## config.mk

```make
export PLATFORM = sky130hd
export DESIGN_NAME = steg_sinp_loader
export DESIGN_NICKNAME = d
export VERILOG_FILES = /design/src/rtl/steg_sinp_loader.sv
export SDC_FILE = /design/constraint.sdc
export NUM_CORES = 1
export LEC_CHECK = 0
export BUFFER_PORTS_ARGS = -buffer_cell sky130_fd_sc_hd__buf_2
export CAP_MARGIN = 20
export CORE_MARGIN = 5
export CORE_UTILIZATION = 40
export CTS_BUF_LIST = sky130_fd_sc_hd__clkbuf_4
export DETAILED_ROUTE_END_ITERATION = 8
export PLACE_DENSITY = 0.66
export SLEW_MARGIN = 20
export SYNTH_ARGS = -nofsm -noshare
export SYNTH_HDL_FRONTEND = slang
export SYNTH_HIERARCHICAL = 1
export SYNTH_SLANG_ARGS = --single-unit
```

## constraint.sdc

```tcl
create_clock -name clk -period 5.1 [get_ports clk]
set_clock_uncertainty 0.05 [all_clocks]
set_input_delay 0.51 -clock clk [delete_from_list [all_inputs] [get_ports clk]]
set_output_delay 0.51 -clock clk [all_outputs]
set_load 0.05 [all_outputs]
```

## src/rtl/steg_sinp_loader.sv

```systemverilog
// Multi-channel serial-to-parallel loader: NCH bit-serial streams into WIDTH-bit words, valid/ready output.
// Define SINP_LSB_FIRST_EN for LSB-first assembly; default is MSB-first.

module steg_sinp_lane #(
    parameter int WIDTH = 128
) (
    input  logic             clk,
    input  logic             rst_n,
    input  logic             clear,
    input  logic             shift_en,
    input  logic             restart,
    input  logic             bit_in,
    output logic [WIDTH-1:0] word
);

    logic [WIDTH-1:0] seed;
    logic [WIDTH-1:0] shifted;

`ifdef SINP_LSB_FIRST_EN
    assign seed    = {bit_in, {(WIDTH-1){1'b0}}};
    assign shifted = {bit_in, word[WIDTH-1:1]};
`else
    assign seed    = {{(WIDTH-1){1'b0}}, bit_in};
    assign shifted = {word[WIDTH-2:0], bit_in};
`endif

    always_ff @(posedge clk) begin
        if (!rst_n || clear)
            word <= '0;
        else if (restart)
            word <= seed;
        else if (shift_en)
            word <= shifted;
    end

endmodule

module steg_sinp_loader #(
    parameter  int WIDTH = 128,
    parameter  int NCH   = 3,
    localparam int CW    = $clog2(WIDTH)
) (
    input  logic               clk,
    input  logic               rst_n,
    input  logic               clear,
    input  logic               sin_valid,
    input  logic [NCH-1:0]     sin,
    output logic [NCH*WIDTH-1:0] pout,
    output logic               pout_valid,
    input  logic               pout_ready,
    output logic [CW-1:0]      count,
    output logic               flag_sinp,
    output logic               ovf
);

    typedef enum logic {LOAD, FULL} state_t;

    localparam logic [CW-1:0] LAST = CW'(WIDTH - 1);

    state_t                      state_q, state_d;
    logic   [CW-1:0]             count_d;
    logic                        ovf_d;
    logic                        flag_d;
    logic                        shift_en;
    logic                        restart;
    logic   [NCH-1:0][WIDTH-1:0] words;

    always_ff @(posedge clk) begin
        if (!rst_n) begin
            state_q   <= LOAD;
            count     <= '0;
            ovf       <= 1'b0;
            flag_sinp <= 1'b0;
        end else begin
            state_q   <= state_d;
            count     <= count_d;
            ovf       <= ovf_d;
            flag_sinp <= flag_d;
        end
    end

    always_comb begin
        state_d  = state_q;
        count_d  = count;
        ovf_d    = ovf;
        flag_d   = 1'b0;
        shift_en = 1'b0;
        restart  = 1'b0;
        if (clear) begin
            state_d = LOAD;
            count_d = '0;
            ovf_d   = 1'b0;
        end else begin
            case (state_q)
                LOAD: begin
                    if (sin_valid) begin
                        shift_en = 1'b1;
                        if (count == LAST) begin
                            state_d = FULL;
                            count_d = '0;
                            flag_d  = 1'b1;
                        end else begin
                            count_d = count + CW'(1);
                        end
                    end
                end
                FULL: begin
                    if (pout_ready) begin
                        state_d = LOAD;
                        // A bit arriving with the handshake opens the next word immediately.
                        if (sin_valid) begin
                            restart = 1'b1;
                            count_d = CW'(1);
                        end
                    end else if (sin_valid) begin
                        ovf_d = 1'b1;
                    end
                end
                default: state_d = LOAD;
            endcase
        end
    end

    for (genvar k = 0; k < NCH; k++) begin : g_lane
        steg_sinp_lane #(.WIDTH(WIDTH)) u_lane (
            .clk      (clk),
            .rst_n    (rst_n),
            .clear    (clear),
            .shift_en (shift_en),
            .restart  (restart),
            .bit_in   (sin[k]),
            .word     (words[k])
        );
    end

    assign pout       = words;
    assign pout_valid = (state_q == FULL);

endmodule

```

==> flow_summary.ini <==
[pwr]
powerDensity_nw_per_um2 = 335
ir_worst_vdd_mv = 0.206
p_leak_nw = 7.90

[floorplanning]
io_pins = 402
fp.dieH_um = 197
fp.coreArea_um2 = 34500
initial_core_util = 0.406
die_area_um2 = 38900
rows = 68
die_w_um = 197

[place]
gp_congestion = 0.760
pre_cts_ws_ns = 2.20
portBuffers = 401
dp_hpwl_mm = 23.8

[layout]
nets = 1746
drive_gt1_frac = 0.317
seqCellArea_um2 = 7890
multi_input_area_um2 = 5660
fillers = 3310
area_growth_pct = 25.4

[grt]
overflow = 0
antenna_found_initial = 3
grt_pass1_wl_mm = 54.1
grt.total_usage = 0.170
grt_max_degree = 124
grt_pass1_vias = 10100

[yosys]
async_flop_share = 0
avgSynthCellArea_um2 = 10.8
syn_nets = 1311
synth_edf_count = 0
synth_seq_cells = 394
yosys_warnings = 6
synth_area_um2 = 14000
synth.distinct_cells = 36
netlist_instances = 1302
synth_top_flop_cell = dfxtp_1
synth_seq_area_share = 0.563

[worst_setup_path]
crit_path_max_incr_delay_ns = 0.79
crit_family = simple AND/OR/NAND/NOR gates
cp.buffers_inverters = 1
crit_path_start_kind = flip-flop
path_cells = and4b_1, or3b_4, buf_4, nor2_1
critPathCaptureType = flip-flop
cp_data_arrival_time_ns = 3.13
worstPathRequired_ns = 5.62
critical_path_class = reg -> reg
cp_slowest_cell = or3b_4
cp_max_fo = 75

[clock_network]
cts_resized = 0
cts-root-buf = clkbuf_4
cts_sinks = 394
hold_buffers = 9
cts_buffers = 100
clockBufferDepth = 3
cts_setup_buffers = 0
cts_tree = built
clk_pin_slew_worst_paths_ns = 0.06
htreeDepth = 3
clock_latency_ns = 0.73

[sta]
fmax_mhz = 383
period_minus_slack_ns = 2.61
rsz0062_at_grt = no
layout_setup_ws_ns = 2.49
worstMarginPinSlew_ns = 1.05
finalSetupViolations = 0
timing.hold.ws_ns = 0.143
hold_viol = 0
fin_tns_setup_ns = 0
slew_viol_final = 0
post-route-period-util = 0.513
slew-limit-headroom = 0.300

[route]
detail_route.iter0.violations = 356
vias = 10600
wl_per_cell_um = 15.5
postRouteAntennaNets = 0
drc = 0
dr.pass1.iters = 5
routed_wirelength_mm = 35.0
viasPerCell = 4.69

[worst_hold_path]
min_path_type = in -> reg

[outcome]
status = completed

[flow_run]
drv_cap = 0
sequential cells by signal, indices dropped and copies added, names as in the netlist:
name / count
count: 7
g_lane.u_lane/word: 384
flag_sinp: 1
pout_valid: 1
ovf: 1
layout make-up:
class                   instances  share of cell area
clock inverters                32              0.0100
multi-input cells             821               0.322
well taps                     455              0.0324
diodes                          3            0.000427
flip-flops and latches        394               0.449
clock buffers                 141              0.0602
repair buffers                418               0.126
inverters                       2            0.000427
worst register-to-register path: cells and delay by family, from the launching register on:
| kind | cells | cell delay, ns |
|---|---|---|
| buffers and inverters | 1 | 0.64 |
| and+or+nand+nor | 3 | 1.32 |
| DFF | 1 | 0.46 |
synth_stat cells (2+ instances only):
cell | count | area [um^2]
a21oi_1 | 5 | 25.0
a22oi_1 | 2 | 15.0
a31oi_1 | 2 | 12.5
and3_1 | 2 | 12.5
buf_1 | 15 | 56.3
buf_2 | 45 | 225
buf_6 | 13 | 146
clkbuf_1 | 12 | 45.0
dfxtp_1 | 394 | 7890
inv_1 | 2 | 7.51
mux2i_1 | 382 | 3820
nand2_1 | 2 | 7.51
nand2b_1 | 4 | 25.0
nand3_1 | 6 | 30.0
nor2_1 | 385 | 1450
nor2_2 | 3 | 18.8
o21ai_0 | 5 | 25.0
or3b_1 | 3 | 26.3
or3b_2 | 3 | 26.3
kinds of logic after synthesis:
family	count (synthesis)	synth area share
xor gates and xnor gates	1	0.000625
adders and majority gates	1	0.000893
and+or+nand+nor	418	0.120
AOI/OAI and AO/OA	19	0.00840
buffers and inverters	87	0.0343
DFF	394	0.563
muxes	382	0.273
metal layers:
| metal | GRT usage | wire length (um) | vias to the layer above | part of all wire |
|---|---|---|---|---|
| met1 | 0.199 | 14700 | 4966 | 0.42 |
| met5 | 0 | 0 | - | 0 |
| met3 | 0.0681 | 2850 | 51 | 0.081 |
| li1 | - | - | 5303 | - |
| met4 | 0.0768 | 961 | 0 | 0.027 |
| met2 | 0.274 | 16500 | 305 | 0.47 |
through the flow:
| stage | area [um^2] | total power, mW | std cells | utilization |
|---|---|---|---|---|
| after detailed placement | 16200 | 3.36 | 2080 | 0.469 |
| after CTS | 17500 | 6.00 | 2262 | 0.508 |
| after global routing | 17600 | 6.18 | 2265 | 0.509 |
| after floorplan | 14000 | 3.34 | 1302 | - |
| final | 17600 | 5.88 | 2266 | 0.509 |
| after global placement | 16200 | 3.36 | 2080 | 0.469 |
report_power, final:
part	total, mW	leakage (nW)	internal (mW)	switching (mW)
sequential	3.08	3.17	3.08	0.00130
clock	2.59	0.739	1.37	1.22
combinational	0.219	3.99	0.0821	0.137
total	5.88	7.90	4.53	1.35
worst paths after layout:
path                                                 from                        end  slack, ns  cells after the start
worst min-delay path                            sin_valid                   count[4]       0.14                      4
worst min register to register  g_lane[0].u_lane/word[11]  g_lane[0].u_lane/word[12]       0.44                      2
worst max-delay path                           pout_valid   g_lane[0].u_lane/word[9]       2.49                      4
worst max register to register                 pout_valid   g_lane[0].u_lane/word[9]       2.49                      4
cell usage in the layout (no fill, tap or decap), drive strengths merged, types with 2 or more instances in the layout:
master,n
diode,3
dfxtp,394
nand2b,5
clkinv,27
nor2,388
inv,5
bufinv,2
nand2,2
o21ai,5
or3b,6
and3,2
nand3,6
a21oi,6
clkbuf,141
mux2i,382
a22oi,2
buf,409
a31oi,2
or3,2
dlygate4sd3,9
Power figures use the tool's default switching activity.
